## config.mk

```make
export PLATFORM = sky130hd
export DESIGN_NAME = regfile_scoreboard
export DESIGN_NICKNAME = d
export VERILOG_FILES = /design/src/rtl/regfile_scoreboard.sv
export SDC_FILE = /design/constraint.sdc
export NUM_CORES = 2
export LEC_CHECK = 0
export ABC_AREA = 1
export CAP_MARGIN = 25
export CORE_AREA = 2 2 386 388
export DETAILED_ROUTE_END_ITERATION = 10
export DIE_AREA = 0 0 388 390
export PLACE_DENSITY = 0.7
export SETUP_SLACK_MARGIN = 0.5
export SYNTH_ARGS = -nofsm -noshare
export SYNTH_HDL_FRONTEND = slang
export SYNTH_SLANG_ARGS = --single-unit
export TNS_END_PERCENT = 100
```

## constraint.sdc

```tcl
create_clock -name clk -period 2.6 [get_ports clk]
set_input_delay 0.26 -clock clk [delete_from_list [all_inputs] [get_ports clk]]
set_output_delay 0.26 -clock clk [all_outputs]
set_load 0.02 [all_outputs]
```

## src/rtl/regfile_scoreboard.sv

```systemverilog
`default_nettype none
// +----------------------------------------------------------------------------+
// | regfile_scoreboard: register file with per-entry reservation scoreboard,   |
// | tag-matched writeback, flush and two bypassing combinational read ports.   |
// | Rev 1.0                                                                    |
// +----------------------------------------------------------------------------+
module regfile_scoreboard #(
  parameter int WORD     = 32,
  parameter int NREG     = 32,
  parameter int AW       = 5,
  parameter int TAGW     = 4,
  parameter int ZERO_REG = 1,
  parameter int BYPASS   = 1
) (
  input  logic            clk,
  input  logic            rst,
  input  logic            rsv_i,
  input  logic [AW-1:0]   rsv_addr_i,
  input  logic [TAGW-1:0] rsv_tag_i,
  input  logic            wb_i,
  input  logic [AW-1:0]   wb_addr_i,
  input  logic [TAGW-1:0] wb_tag_i,
  input  logic [WORD-1:0] wb_data_i,
  input  logic            flush_i,
  input  logic [AW-1:0]   ra_addr_i,
  output logic [WORD-1:0] ra_data_o,
  output logic            ra_ready_o,
  input  logic [AW-1:0]   rb_addr_i,
  output logic [WORD-1:0] rb_data_o,
  output logic            rb_ready_o,
  output logic            busy_o
);

  logic [WORD-1:0] r_data [NREG];
  logic [TAGW-1:0] r_tag  [NREG];
  logic [NREG-1:0] r_rsvd;

  logic w_wb_zero;
  logic w_rsv_zero;
  logic w_acc;
  logic w_rsv_en;

  assign w_wb_zero  = (ZERO_REG != 0) && (wb_addr_i == '0);
  assign w_rsv_zero = (ZERO_REG != 0) && (rsv_addr_i == '0);

  // A writeback only retires if it belongs to the most recent producer.
  assign w_acc    = wb_i && r_rsvd[wb_addr_i] && (r_tag[wb_addr_i] == wb_tag_i) && !w_wb_zero;
  assign w_rsv_en = rsv_i && !flush_i && !w_rsv_zero;

  // Later statements win: a same-register reserve re-arms the entry after the retire.
  always_ff @(posedge clk or negedge rst) begin
    if (!rst) begin
      r_rsvd <= '0;
      for (int i = 0; i < NREG; i++) begin
        r_data[i] <= '0;
        r_tag[i]  <= '0;
      end
    end else begin
      if (w_acc) begin
        r_data[wb_addr_i] <= wb_data_i;
        r_rsvd[wb_addr_i] <= 1'b0;
      end
      if (flush_i) begin
        r_rsvd <= '0;
      end
      if (w_rsv_en) begin
        r_rsvd[rsv_addr_i] <= 1'b1;
        r_tag[rsv_addr_i]  <= rsv_tag_i;
      end
    end
  end

  always_comb begin
    ra_data_o  = r_data[ra_addr_i];
    ra_ready_o = !r_rsvd[ra_addr_i];
    if ((BYPASS != 0) && w_acc && (wb_addr_i == ra_addr_i)) begin
      ra_data_o  = wb_data_i;
      ra_ready_o = 1'b1;
    end
    if ((ZERO_REG != 0) && (ra_addr_i == '0)) begin
      ra_data_o  = '0;
      ra_ready_o = 1'b1;
    end
  end

  always_comb begin
    rb_data_o  = r_data[rb_addr_i];
    rb_ready_o = !r_rsvd[rb_addr_i];
    if ((BYPASS != 0) && w_acc && (wb_addr_i == rb_addr_i)) begin
      rb_data_o  = wb_data_i;
      rb_ready_o = 1'b1;
    end
    if ((ZERO_REG != 0) && (rb_addr_i == '0)) begin
      rb_data_o  = '0;
      rb_ready_o = 1'b1;
    end
  end

  assign busy_o = |r_rsvd;

endmodule
`default_nettype wire

```

==> flow_summary.ini <==
[place]
hpwlAfterDp_mm = 165.8
portBuffers = 131
pre_cts_ws_ns = -0.9856
placed_cell_area_mm2 = 0.07426
place_congestion = 0.9376

[floorplanning]
io_pins = 132
die_h_um = 390
row_count = 141
fp.dieArea_mm2 = 0.1513
initial_core_util_pct = 44.84
die_w_um = 388
coreArea_mm2 = 0.1471

[sta]
layout_min_cycle_time_ns = 3.549
hold_viol = 0
worstMarginPinSlew_ns = 0.6160
setup_viol = 1061
rsz0062_at_grt = true
maxSlewHeadroom_pct = 58.93
fin_skew_ns = 0.03519
fin_ws_ns = -0.9491
fin_crit_sh_pct = 136.5
fmax_mhz = 281.8
slew_viol_final = 0

[critical_path]
crit_top_cell = nand2_1
worstSetupEndpointType = output pin
cp_cell_sequence = nand2_1 -> nand2_1 -> nand2_1 -> nand2_2 -> nand2_1 -> nand2_1 -> nor2_2 -> nand2_1 -> nand2_1 -> nand2_2 -> nor2_4 -> nand4_1 -> buf_12 -> buf_12 -> buf_6 -> nand2_4 -> nand2_4 -> nor2_4 -> buf_6
required_ns = 2.34
cpPeakStageDelay_ns = 0.38
start_kind = register
cp.arrival_ns = 3.29
reg2reg_depth = 24
path_class = register to output pin
path_max_fanout = 5
crit_slowest_cell = dfrtp_1

[global_routing]
antenna_found_initial = 3
track_usage_pct = 34.03
grt_pass1_vias = 65190
grt_pass1_wl_mm = 398.1
grt_overflow = 0
grt_max_degree = 93

[power_and_ir_drop]
p_leak_uw = 0.03534
p_seq_share_pct = 42.0
p_clk_share_pct = 43.0
swShare_pct = 28.40
p_comb_share_pct = 15.0
p_switching_uw = 12770
p_per_area_mw_per_mm2 = 556.5
p_int_uw = 32180
ir_drop_v = 0.0007746

[cts]
numCtsBuffers = 132
htree_levels = 4
root_buffer = clkbuf_16
clkTransAtPathRegs_ns = 0.06
cts_buffer_depth = 3
cts_tree = built
cts_num_sinks = 1184
clk_latency_ns = 0.80

[logic_synthesis]
yosysUniqueCellTypes = 46
synth_edf_count = 0
syn_area_mm2 = 0.06597
syn_nets = 9134
synth_area_per_cell_um2 = 7.275
seq_area_frac_synth_pct = 44.91
ys_ff_latch = 1184
async_flop_share_pct = 100.0
ys_warn_count = 0
synth-main-ff-cell = dfrtp_1
synthCells = 9069

[route]
drt_iter0_drc = 10250
drc = 0
drt_first_pass_iters = 7
detail-route-antenna-nets = 0
via_per_inst = 6.173
routed_wirelength_mm = 268.3
route.detailed.wl_per_inst_um = 23.77
vias = 69680

[finish]
fin_area_mm2 = 0.08077
fin_util_pct = 54.89
drive_above_1_share_pct = 15.45
layout.nets = 9322
syn_to_final_growth_pct = 22.42
multi_input_area_mm2 = 0.03237
fill_cells = 13350
layout_common_cells = 2884 x nand2_1, 1184 x dfrtp_1, 1148 x a21oi_1
seq_area_mm2 = 0.02963
final_common_cell = nand2_1

[min_path]
hp-class = primary input to async pin

[outcome]
status = complete, but fails checks
violations = setup timing

[flow_run]
cap_violations = 0
==> what timing repair did <==
action / in CTS / in global routing
endpoints found under the setup margin: 1090 / 1090
pin swaps: 22 / 42
buffers inserted: 21 / 29
hold buffers: 1 / 0
hold endpoints to repair: 735 / 0
gates resized for setup: 523 / 180
gates cloned: 10 / 11
==> flip-flops by register name (all words and copies together), names as in the netlist <==
name,cells
r_rsvd,32
r_tag,128
r_data,1024
==> cells by family (layout without fill, tap and decap cells) <==
kind of cell,count (synthesis),in the layout,share of synthesized area (%)
flip-flops,1184,1184,44.91
AND/OR/NAND/NOR,3669,3669,22.48
AO/OA/AOI/OAI,3040,3040,24.58
other,0,4,0
buffers and inverters,1171,1456,7.971
XOR/XNOR,5,5,0.06637
==> worst paths after layout <==
kind	start	end	slack, ns
hold reg to reg	r_data[998]	r_data[998]	0.38
max in group asynchronous	rst	r_data[776]	1.50
setup reg to reg	r_tag[3]	r_data[612]	-0.49
setup / recovery	r_tag[88]	ra_data_o[30]	-0.95
min in group clk	wb_addr_i[0]	r_rsvd[12]	0.10
hold / removal	rst	r_data[234]	0.04
==> Yosys cell counts (5+ instances only) <==
library cell	n	share of area [%]
nor3_1	6	0.046
a21oi_1	1148	8.7
and3_1	6	0.057
a31oi_1	10	0.095
buf_4	11	0.13
a221oi_1	90	1.2
inv_1	312	1.8
o311ai_0	6	0.080
buf_6	92	1.6
nand2_1	3000	17
buf_2	75	0.57
nand4_1	63	0.60
o22ai_1	54	0.51
buf_1	50	0.28
xor2_1	5	0.066
a22oi_1	24	0.27
o221ai_1	5	0.066
nor3_2	7	0.11
dfrtp_1	1184	45
nor2_1	221	1.3
o21ai_2	64	0.85
nand3_2	7	0.11
a21o_1	5	0.057
o211ai_1	8	0.091
inv_2	7	0.040
nor4_1	7	0.066
o21ai_0	955	7.2
nand3_4	22	0.58
a221o_1	7	0.11
o21ai_1	597	4.5
nand3_1	320	2.4
a211oi_1	62	0.71
clkbuf_1	618	3.5
==> through the flow <==
stage | TNS [ns] | hold slack (ns) | total power, uW | instances
5_1_grt | -563.36 | 0.09505 | 46220 | 11280
3_3_place_gp | -820.36 | 0.2270 | 25420 | 10980
6_report | -371.32 | 0.04368 | 44950 | 11290
4_1_cts | -100.99 | 0.06986 | 44700 | 11240
2_1_floorplan | 0 | -0.03559 | 22320 | 9069
3_5_place_dp | -842.44 | 0.2295 | 25490 | 10980
==> metal layers <==
| metal | GRT usage (%) | share of wire (%) |
|---|---|---|
| met5 | 0 | 0.0041 |
| met4 | 18.80 | 6.3 |
| met3 | 10.47 | 14 |
| met2 | 50.05 | 42 |
| met1 | 44.66 | 38 |
==> power by group through the flow <==
stage / logic, uW / clock network (uW) / registers [uW]
floorplan: 3160 / 0 / 19200
global placement: 6240 / 0 / 19200
detailed placement: 6300 / 0 / 19200
CTS: 6420 / 19400 / 18900
global route: 7150 / 20200 / 18900
finish: 6740 / 19300 / 18900
==> worst max-delay path: cells and delay by family, from the launching register on <==
kind | cells | cell delay (ns)
buffers and inverters | 4 | 0.64
flip-flops | 1 | 0.38
AND/OR/NAND/NOR | 15 | 1.44
==> cell type report <==
class                      instances  area share (%)
clock inverter                    49          0.7095
inverter                         323           1.582
multi-input combinational       6714           40.07
sequential                      1184           36.68
clock buffer                     182           4.722
antenna                            4         0.01239
timing repair buffer             902           13.23
tap                             1930           2.990
Power figures use the tool's default switching activity.
